### src/rtl/vdb_led_pkg.sv
`default_nettype none
// vdb_led_pkg: shared mode encoding and per-LED state record for vdb_led_ctrl.
// Rev 1.0
package vdb_led_pkg;

  typedef enum logic [1:0] {
    LED_OFF   = 2'd0,
    LED_ON    = 2'd1,
    LED_BLINK = 2'd2,
    LED_PWM   = 2'd3
  } led_mode_t;

  localparam int VAL_W = 8;

  // bcnt is sized for the widest blink counter; narrower configs mask it.
  typedef struct packed {
    led_mode_t          mode;
    logic [VAL_W-1:0]   val;
    logic [VAL_W-1:0]   bcnt;
    logic               phase;
  } led_state_t;

  localparam led_state_t LED_STATE_RST = '{mode: LED_OFF, val: '0, bcnt: '0, phase: 1'b0};

  function automatic logic [VAL_W-1:0] blink_mask(input int bits);
    return VAL_W'((1 << bits) - 1);
  endfunction

endpackage
`default_nettype wire

### src/rtl/vdb_led_prescaler.sv
`default_nettype none
// vdb_led_prescaler: free-running divider, one-cycle tick every PRESCALE clocks.
// Rev 1.0
module vdb_led_prescaler #(
  parameter int PRESCALE = 1000
) (
  input  logic clk_i,
  input  logic rst_ni,
  output logic tick_o
);

  localparam int CNT_W = $clog2(PRESCALE);
  localparam logic [CNT_W-1:0] LAST = CNT_W'(PRESCALE - 1);

  logic [CNT_W-1:0] count;

  always_ff @(posedge clk_i) begin
    if (!rst_ni) begin
      count <= '0;
    end else if (count == LAST) begin
      count <= '0;
    end else begin
      count <= count + 1'b1;
    end
  end

  assign tick_o = (count == LAST);

endmodule
`default_nettype wire

### src/rtl/vdb_led_ctrl.sv
`default_nettype none
// vdb_led_ctrl: register-programmable OFF/ON/BLINK/PWM driver for a bank of LEDs.
// Rev 1.0
module vdb_led_ctrl
  import vdb_led_pkg::*;
#(
  parameter int LEDS       = 8,
  parameter int PRESCALE   = 1000,
  parameter int PWM_BITS   = 4,
  parameter int BLINK_BITS = 8
) (
  input  logic                                   clk_i,
  input  logic                                   rst_ni,
  input  logic                                   cfg_valid_i,
  output logic                                   cfg_ready_o,
  input  logic [$clog2(LEDS > 1 ? LEDS : 2)-1:0] cfg_idx_i,
  input  logic [1:0]                             cfg_mode_i,
  input  logic [7:0]                             cfg_val_i,
  output logic                                   tick_o,
  output logic [LEDS-1:0]                        led_o
);

  localparam int IDX_W = $clog2(LEDS > 1 ? LEDS : 2);
  localparam logic [VAL_W-1:0] BMASK = blink_mask(BLINK_BITS);

  logic                tick;
  logic                cfg_ready;
  logic                accept;
  logic [PWM_BITS-1:0] pwm_cnt;
  logic [LEDS-1:0]     led_nxt;

  vdb_led_prescaler #(
    .PRESCALE (PRESCALE)
  ) u_prescaler (
    .clk_i  (clk_i),
    .rst_ni (rst_ni),
    .tick_o (tick)
  );

  assign tick_o      = tick;
  assign cfg_ready_o = cfg_ready;
  assign accept      = cfg_valid_i & cfg_ready;

  // Shared PWM phase; config writes never disturb it.
  always_ff @(posedge clk_i) begin
    if (!rst_ni) begin
      cfg_ready <= 1'b0;
      pwm_cnt   <= '0;
    end else begin
      cfg_ready <= 1'b1;
      if (tick) begin
        pwm_cnt <= pwm_cnt + 1'b1;
      end
    end
  end

  generate
    for (genvar i = 0; i < LEDS; i++) begin : g_led
      led_state_t st;
      logic       hit;
      logic       out_nxt;

      // Out-of-range indices match no LED, so such writes are silently dropped.
      assign hit = accept && (cfg_idx_i == IDX_W'(i));

      always_ff @(posedge clk_i) begin
        if (!rst_ni) begin
          st <= LED_STATE_RST;
        end else if (hit) begin
          st.mode  <= led_mode_t'(cfg_mode_i);
          st.val   <= cfg_val_i;
          st.bcnt  <= '0;
          st.phase <= 1'b1;
        end else if (tick && (st.mode == LED_BLINK)) begin
          if (st.bcnt == (st.val & BMASK)) begin
            st.bcnt  <= '0;
            st.phase <= ~st.phase;
          end else begin
            st.bcnt <= (st.bcnt + 1'b1) & BMASK;
          end
        end
      end

      always_comb begin
        out_nxt = 1'b0;
        unique case (st.mode)
          LED_OFF:   out_nxt = 1'b0;
          LED_ON:    out_nxt = 1'b1;
          LED_BLINK: out_nxt = st.phase;
          LED_PWM:   out_nxt = (pwm_cnt < st.val[PWM_BITS-1:0]);
          default:   out_nxt = 1'b0;
        endcase
      end

      assign led_nxt[i] = out_nxt;
    end
  endgenerate

  always_ff @(posedge clk_i) begin
    if (!rst_ni) begin
      led_o <= '0;
    end else begin
      led_o <= led_nxt;
    end
  end

endmodule
`default_nettype wire

### config.mk
export PLATFORM = sky130hd
export DESIGN_NAME = vdb_led_ctrl
export DESIGN_NICKNAME = d
export VERILOG_FILES = /design/src/rtl/vdb_led_pkg.sv /design/src/rtl/vdb_led_prescaler.sv /design/src/rtl/vdb_led_ctrl.sv
export SDC_FILE = /design/constraint.sdc
export NUM_CORES = 1
export LEC_CHECK = 0
export CORE_ASPECT_RATIO = 1.1
export CORE_MARGIN = 4
export CORE_UTILIZATION = 60
export DETAILED_ROUTE_END_ITERATION = 6
export PLACE_DENSITY_LB_ADDON = 0.15
export SYNTH_ARGS = -nofsm -noshare
export SYNTH_HDL_FRONTEND = slang
export SYNTH_SLANG_ARGS = --single-unit
### constraint.sdc
create_clock -name clk_i -period 5.25 [get_ports clk_i]
set_input_delay 1.3125 -clock clk_i [delete_from_list [all_inputs] [get_ports clk_i]]
set_output_delay 1.3125 -clock clk_i [all_outputs]
set_load 0.01 [all_outputs]
==> results of run 1 <==
## final cells by class
type                       instances  area (sq um)  share of cell area, %
sequential                       175          3500                   36.4
clock inverter                    11           115                   1.20
timing repair buffer              34           330                   3.43
clock buffer                      21           460                   4.78
tap                              188           235                   2.44
inverter                          26          97.6                   1.01
multi-input combinational        824          4880                   50.7
## routing by layer
metal | wire length, um | vias to the layer above
met5 | 0 | -
met4 | 737 | 0
met3 | 1060 | 59
met2 | 10500 | 219
met1 | 9230 | 3558
li1 | - | 3746
## through the flow
stage | setup slack (ns) | area (sq um) | hold WS, ns | power (mW)
global placement | 1.60 | 9050 | 0.447 | 1.51
finish | 1.31 | 9630 | 0.466 | 2.73
floorplan | 2.54 | 8710 | 0.430 | 1.46
detailed placement | 1.56 | 9050 | 0.458 | 1.51
global route | 1.21 | 9630 | 0.483 | 2.81
CTS | 1.33 | 9630 | 0.468 | 2.74
## flip-flops by register name (all words and copies together) (netlist names)
| signal | count |
|---|---|
| g_led.st | 152 |
| u_prescaler.count | 10 |
| led_o | 8 |
| cfg_ready_o | 1 |
| pwm_cnt | 4 |
## Yosys cell counts, drive strengths merged (18+ instances only)
library cell  count
clkbuf           45
nand4            19
dfxtp           175
xnor2            38
nor2             62
nor4             18
a21oi           131
inv              26
xor2             54
nor2b            20
nand3            27
o21ai            56
ha               34
nor3             25
nand2           192
## worst min path at each step
stage | from | endpoint | slack, ns | cells after the start
finish | g_led[0].st[15] | g_led[0].st[15] | 0.47 | 2
global route | g_led[0].st[15] | g_led[0].st[15] | 0.48 | 2
CTS | g_led[0].st[15] | g_led[0].st[15] | 0.47 | 2
detailed placement | u_prescaler.count[0] | u_prescaler.count[0] | 0.46 | 1
global placement | u_prescaler.count[0] | u_prescaler.count[0] | 0.45 | 1
floorplan | u_prescaler.count[0] | u_prescaler.count[0] | 0.43 | 1
## report_power, final
part	switching, mW	internal (mW)
Combinational	0.0929	0.0389
Clock	0.522	0.722
Sequential	0.0108	1.34
## tightest hold or removal path: cells and delay by family (launching register included)
family             cells  cell delay [ns]
and+or+nand+nor        1             0.05
DFF                    1             0.32
AOI/OAI and AO/OA      1             0.05
## logic make-up after synthesis
group	count (synthesis)	share of synthesized area, %
AND/OR/NAND/NOR	451	25.7
AO/OA/AOI/OAI	247	16.2
flip-flops	175	40.2
XOR/XNOR	92	9.25
buffers and inverters	77	3.68
adder cells (fa/ha/maj)	34	4.89
==> run metrics, run 1 <==
status completed; vias in the first global route 6953; postcts setup bufs 0; Slew Viols, Final 0; crit path capture tick_o; Crit Path Category register to output pin; Antenna Cells 0; global routing usage on met3 4.34%; Critical-path top delay cell clkdlybuf4s50_1; clk sink count 175; Synth warnings 0; commonest cells after routing, fill and taps aside nand2_1 (192), dfxtp_1 (175), a21oi_1 (131); Area Overhead vs Synth 10.5%; met2 Track Usage GR 44.1%; commonest non-fill, non-tap cell in the layout nand2_1; CTS tree built; RSZ-0062 raised after global routing false; met1 GRT Util 34.1%; Clock Skews 0.00750 ns; sequential area share after synthesis 40.2%; vias 7582; Avg Inst Size Synth 8.09 sq um; minimum clock period after layout 3.94 ns; P per Cell Area 283 mW/mm^2; Post-synth top flop dfxtp_1; Worst-Margin Slew 0.731 ns; crit share post-route 75.1%; Die W 123 um; ys async rst share 0%; Top Usage Layer GRT met2; CTS Buf Count 17; Reg-to-Reg Start u_prescaler.count[0]; maximum clock frequency 254 MHz; CP max FO 13; WP data required 3.94 ns; EDFF count, synth 0; post-synth top area cell dfxtp_1; Top-Level Pins 26; via-per-instance ratio 5.93; synthesized flop and latch total 175; Syn Nets 1126; Buffers & Inverters on Critical Path 3; Rows 45; Top delay family on crit path buffers and inverters; FF-to-FF End g_led[7].st[7]; Max clock buf depth 2; Overall Global Routing Usage 26.8%; fin cells 1279; max incr delay on CP 0.67 ns; DRT Pass-1 Iters 5; Initial DRC Count 593; drt wl/cell 16.9 um; first-pass GRT wire length 35100 um; Syn Inst Count 1076; critical path startpoint u_prescaler.count[0]; reg2reg path depth 8; P_leak 3.55 nW; Slew HR 51.1%; Synth Cell Area 0.00871 sq mm; net count reported at finish 1128; Max-cap violations 0; share of cells above drive strength 1 5.22%; final WL 21600 um; Worst Hold Class register to register; final setup vio count 0; GPL Wtd Cong 0.878; gr ovfl total 0; detailed placer's ending HPWL 14400 um; htree depth 4; PortBufs 25; Initial Util 62.1%; post-synth cell types 54; DRC 0; FILL cells 1147; post_cts resized 0; root buf cell clkbuf_16; CP Cell Sequence ha_1 -> and3b_1 -> buf_4 -> nand3_2 -> inv_1 -> clkdlybuf4s50_1; CTS Hold Bufs 0; Synth area leaders dfxtp_1 (40%), nand2_1 (8.3%), a21oi_1 (7.5%); placed insts 1247; Yosys top cell area share 40.2%; setup_tns 0 ns; total die area 0.0165 sq mm; clock latency on the worst-skew pair 0.43 ns; Hold Vio Cnt, Final 0; Critical Path Source Type register; FF-to-FF setup slack 2.75 ns; CP arrival 2.63 ns; Clock Pin Slew Worst Setup and Hold Paths 0.07 ns; Routed Antenna Nets 0; critical path depth 6; core region area 0.0140 sq mm; Peak VDD IR 0.214 mV; largest net degree at the start of global routing 70; Crit. End Element output pin; final core occ 68.7%; Die Y 134 um; initial antenna violation count 0
No activity file was read; power rests on OpenSTA's default activity.
==> inputs of run 2 (changes only) <==
Settings changed: CORE_UTILIZATION 60 to 56.
Clock period 5.25 ns to 3.45 ns, I/O delays scaled along.
==> run 2 against run 1 <==
  * Design area rose by 0.90%
  * Largest power group unchanged
  * Global-route usage shrank 2.8 points
  * Clock power up 64%
==> run metrics, run 2 (synthesis results as in run 1) <==
met2 Track Usage GR 38.6% (-5.5 points); pre-CTS worst setup slack 0.425 ns (-1.14 ns); CP Cell Sequence ha_1 -> and3b_1 -> nand3_2 -> inv_1 -> clkdlybuf4s50_1; Largest regs g_led.st: 152 flops, u_prescaler.count: 10 flops, led_o: 8 flops; CTS Hold Bufs 0 (unchanged); htree depth 4 (unchanged); CTS tree built; max incr delay on CP 0.54 ns (-0.13 ns); final worst slack 0.270 ns (-1.04 ns); Top-Level Pins 26 (unchanged); P per Cell Area 441 mW/mm^2 (+56%); Psw 945 uW (+51%); largest net degree at the start of global routing 92 (+31%); PortBufs 25 (unchanged); Peak VDD IR 0.390 mV (+83%); Max clock buf depth 2 (unchanged); share of cells above drive strength 1 5.66% (+0.44 points); Hold WS 0.469 ns (+0.00316 ns); root buf cell clkbuf_16; Largest Register g_led.st; Area Overhead vs Synth 11.5%; max FFs per register 152 (unchanged); vias in the first global route 6687 (-3.8%); GPL Wtd Cong 0.854 (-2.8%); setup_tns 0 ns (unchanged); core region area 0.0152 sq mm (+8.2%); net count reported at finish 1132 (+0.35%); CP arrival 2.32 ns (-0.31 ns); CTS Buf Count 17 (unchanged); via-per-instance ratio 5.80 (-2.2%); vias 7482 (-1.3%); DRT Pass-1 Iters 5 (unchanged); Clk network pwr share 47.4% (+1.8 points); Die W 127 um (+3.3%); final WL 21000 um (-2.5%); Clock Skews 0.00667 ns (-0.000828 ns); Initial DRC Count 545 (-8.1%); commonest non-fill, non-tap cell in the layout nand2_1; Routed Antenna Nets 0 (unchanged); part of the power in combinational logic 4.7% (about the same); FILL cells 1361 (+19%); Initial Util 57.4% (-4.7 points); switch share 22.0% (-0.93 points); post_cts resized 0 (unchanged); maximum clock frequency 314 MHz; WP data required 2.59 ns (-1.35 ns); Final Instance Area 0.00971 sq mm (+0.90%); Crit Path Category register to output pin; postcts setup bufs 0 (unchanged); clk sink count 175 (unchanged); minimum clock period after layout 3.18 ns; met1 GRT Util 31.7% (-2.4 points); P_leak 3.59 nW (+1.1%); Critical Path Source Type register; crit share post-route 92.2%; sequential group share of total power 47.9% (-1.6 points); final core occ 64.0% (-4.6 points); Clock Pin Slew Worst Setup and Hold Paths 0.06 ns (about the same); Overall Global Routing Usage 24.0% (-2.8 points); CP max FO 6 (-7); Top Usage Layer GRT met2; Antenna Cells 0 (unchanged); Worst-Margin Slew 0.769 ns (+0.0384 ns); Max-cap violations 0 (unchanged); Critical-path top delay cell clkdlybuf4s50_1; DRC 0 (unchanged); Rows 47 (+4.4%); detailed placer's ending HPWL 14200 um (-2.0%); commonest cells after routing, fill and taps aside nand2_1 (192), dfxtp_1 (175), a21oi_1 (131); Pint 3.34 mW (+59%); Die Y 139 um (+3.3%); RSZ-0062 raised after global routing false; final setup vio count 0 (unchanged); clock latency on the worst-skew pair 0.43 ns (about the same); first-pass GRT wire length 34100 um (-2.8%); Slew HR 48.5% (-2.6 points); global routing usage on met3 5.16% (+0.82 points); status completed; Hold Vio Cnt, Final 0 (unchanged); Worst Hold Class register to register; total die area 0.0176 sq mm (+6.7%); initial antenna violation count 0 (unchanged); Crit. End Element output pin; drt wl/cell 16.3 um (-3.4%); Slew Viols, Final 0 (unchanged); gr ovfl total 0 (unchanged); placed cell area 0.00909 sq mm (+0.44%)
[run 2: cell types whose count changed in the layout (fill, tap and decap cells not counted)]
cell	before	now
buf_4	8	12
bufinv_16	2	4
clkbuf_1	2	1
clkinv_4	2	0
clkinvlp_4	1	2
[run 2: final timing paths]
kind / from / endpoint / slack [ns] / cells after the start
min: g_led[0].st[14] / g_led[0].st[14] / 0.47 / 2
max: u_prescaler.count[0] / tick_o / 0.27 / 5
max reg2reg: u_prescaler.count[0] / g_led[7].st[7] / 0.98 / 8
min reg2reg: g_led[0].st[14] / g_led[0].st[14] / 0.47 / 2
[run 2: cell type report]
type	count	area (sq um)	area share, %
Clock inverter	12	165	1.70
Tap cell	196	245	2.52
Clock buffer	20	457	4.70
Multi-Input combinational cell	824	4880	50.3
Timing Repair Buffer	38	360	3.71
Sequential cell	175	3500	36.1
Inverter	26	97.6	1.00
[run 2: metal layers]
layer,vias up,part of all wire (%)
met5,-,0
met4,0,2.5
met3,39,5.2
met2,170,48
met1,3515,45
li1,3758,-
[run 2: worst max-delay path: cells and delay by family (launching register included)]
kind / cells / cell delay [ns]
flip-flops: 1 / 0.37
buffers and inverters: 2 / 0.64
AND/OR/NAND/NOR: 2 / 0.61
adder cells (fa/ha/maj): 1 / 0.26
[run 2: metrics by stage]
step	total power, mW	instances
final	4.29	1291
after global routing	4.41	1291
after CTS	4.31	1291
after detailed placement	2.30	1259
after global placement	2.30	1259
after floorplan	2.22	1076
[run 2: power by group through the flow]
stage	clock [mW]	combinational, mW	sequential (mW)
floorplan	0	0.124	2.10
global placement	0	0.197	2.10
global route	2.13	0.220	2.06
detailed placement	0	0.198	2.10
finish	2.03	0.200	2.05
CTS	2.05	0.199	2.05
==> inputs of run 3 (changes only) <==
Settings changed: CORE_UTILIZATION 56 to 58, DONT_BUFFER_PORTS set to 1, SLEW_MARGIN set to 10, SYNTH_HIERARCHICAL set to 1.
==> run 3 against run 2 <==
  * Clock-buffer cell count is the same
  * Wire length shrank 8.8%
  * Sequential share of layout area grew 1.6 points
  * Utilization shrank 0.21 points
  * Largest cell class unchanged
  * Maximum frequency grew 22%
  * Critical endpoint is now g_led[0].st[8]
  * First-iteration DRC count shrank 23%
==> run metrics, run 3 <==
root buf cell clkbuf_16; most frequent cell after synthesis nand2_1; Max-cap violations 0 (unchanged); crit share post-route 75.7% (-16 points); htree depth 4 (unchanged); P per Cell Area 434 mW/mm^2 (-1.6%); Top delay family on crit path simple AND/OR/NAND/NOR gates; postcts setup bufs 0 (unchanged); drt wl/cell 16.0 um (-2.0%); clk sink count 175 (unchanged); sequential area share after synthesis 40.4% (+0.17 points); Antenna Cells 0 (unchanged); Initial DRC Count 419 (-23%); Clock Pin Slew Worst Setup and Hold Paths 0.06 ns (about the same); Syn Inst Count 1024 (-4.8%); CTS tree built; vias 6803 (-9.1%); Buffers & Inverters on Critical Path 1 (-1); status completed; Slew HR 48.9% (+0.38 points); Crit. End Element register; CP arrival 2.91 ns (+0.59 ns); CP max FO 24 (+18); CTS Hold Bufs 0 (unchanged); met2 Track Usage GR 38.7% (+0.13 points); setup_tns 0 ns (unchanged); ys async rst share 0% (unchanged); Crit Path Category register to register; GPL Wtd Cong 0.861 (+0.84%); Rows 46 (-2.1%); Avg Inst Size Synth 8.47 sq um (+4.6%); Critical Path Source Type register; post-synth cell types 57 (+5.6%); RSZ-0062 raised after global routing false; Slew Viols, Final 0 (unchanged); Die Y 136 um (-1.8%); Worst Hold Class primary input to register; vias in the first global route 6210 (-7.1%); maximum clock frequency 383 MHz (+22%); global routing usage on met3 4.99% (-0.17 points); final setup vio count 0 (unchanged); initial antenna violation count 0 (unchanged); met1 GRT Util 29.0% (-2.8 points); post_cts resized 0 (unchanged); via-per-instance ratio 5.66 (-2.3%); EDFF count, synth 0 (unchanged); WP data required 3.75 ns (+1.16 ns); Largest Register g_led.st; Yosys top cell area share 40.4% (+0.17 points); Hold WS 0.466 ns (-0.00275 ns); CTS Buf Count 17 (unchanged); PortBufs 0 (-100%); Max clock buf depth 2 (unchanged); Top Usage Layer GRT met2; Area Overhead vs Synth 7.14%; minimum clock period after layout 2.61 ns (-0.568 ns); commonest cells after routing, fill and taps aside nand2_1 (178), dfxtp_1 (175), a21oi_1 (108); FILL cells 1261 (-7.3%); net count reported at finish 1048 (-7.4%); Synth area leaders dfxtp_1 (40%), xnor2_1 (9.6%), nand2_1 (7.7%); DRT Pass-1 Iters 5 (unchanged); largest net degree at the start of global routing 98 (+6.5%); CP Cell Sequence ha_1 -> nand4bb_4 -> nor3_2 -> buf_4 -> and3b_1 -> nand4_1 -> o31ai_4 -> nor2_1; Routed Antenna Nets 0 (unchanged); Critical-path top delay cell and3b_1; gr ovfl total 0 (unchanged); P_leak 3.04 nW (-15%); DRC 0 (unchanged); share of cells above drive strength 1 6.14% (+0.48 points); pre-CTS worst setup slack 0.826 ns (+0.401 ns); Syn Nets 1075 (-4.5%); post-synth top area cell dfxtp_1; area of the multi-input gates 0.00483 sq mm (-1.1%); Synth warnings 6 (+6); max FFs per register 152 (unchanged); first-pass GRT wire length 31300 um (-8.4%); Worst-Margin Slew 0.764 ns (-0.00562 ns); commonest non-fill, non-tap cell in the layout nand2_1; synthesized flop and latch total 175 (unchanged); Peak VDD IR 0.347 mV (-11%); Post-synth top flop dfxtp_1; Die W 125 um (-1.8%); Top-Level Pins 26 (unchanged); Initial Util 59.6% (+2.2 points); max incr delay on CP 0.46 ns (-0.08 ns); most frequent cells after synthesis nand2_1 (178), dfxtp_1 (175), a21oi_1 (108); final core occ 63.8% (-0.21 points); Largest regs g_led.st: 152 flops, u_prescaler/count: 10 flops, led_o: 8 flops; Synth Cell Area 0.00867 sq mm (-0.42%); Overall Global Routing Usage 22.7% (-1.2 points); detailed placer's ending HPWL 13100 um (-7.7%); final WL 19200 um (-8.8%); final worst slack 0.838 ns (+0.568 ns); core region area 0.0146 sq mm (-4.0%); total die area 0.0170 sq mm (-3.6%); clock latency on the worst-skew pair 0.43 ns (about the same); FF+latch area 0.00350 sq mm (unchanged); Clock Skews 0.00765 ns (+0.000977 ns); Hold Vio Cnt, Final 0 (unchanged)
-- run 3: final cells by class --
class,instances,share of cell area (%)
clock buffer,20,4.92
clock inverter,12,1.20
inverter,28,1.13
multi-input combinational,771,52.0
sequential,175,37.7
tap,192,2.59
timing repair buffer,4,0.458
-- run 3: routing by layer --
| layer | vias up | routed length [um] |
|---|---|---|
| li1 | 3467 | - |
| met1 | 3196 | 8720 |
| met2 | 119 | 9350 |
| met3 | 21 | 885 |
| met4 | 0 | 245 |
| met5 | - | 0 |
-- run 3: cells by family after synthesis --
group                      after synthesis  synth area share (%)
xor gates and xnor gates               123                  12.4
DFF                                    175                  40.4
AOI/OAI and AO/OA                      200                  14.7
adders and majority gates               35                  5.05
and+or+nand+nor                        405                  22.6
muxes                                    8                 0.923
buffers and inverters                   78                  3.94
-- run 3: through the flow --
step	total power, mW	cell area (sq um)	instances
2_1_floorplan	2.22	8670	1024
5_1_grt	4.16	9290	1202
4_1_cts	4.06	9290	1202
6_report	4.04	9290	1202
3_5_place_dp	2.23	8720	1170
3_3_place_gp	2.23	8720	1170
-- run 3: report_power, final --
group	internal, mW	leakage, nW	total [mW]	switching, mW
logic	0.0436	1.36	0.132	0.0884
clock network	1.03	0.261	1.85	0.812
registers	2.04	1.41	2.06	0.0199
-- run 3: path summary, 6_finish.rpt --
kind                                            from               to  slack [ns]  depth (start not counted)
worst min register to register       g_led[7].st[16]  g_led[7].st[16]        0.47                          2
worst min-delay path                          rst_ni      cfg_ready_o        0.47                          0
worst max register to register  u_prescaler/count[0]   g_led[0].st[8]        0.84                          8
worst max-delay path            u_prescaler/count[0]   g_led[0].st[8]        0.84                          8
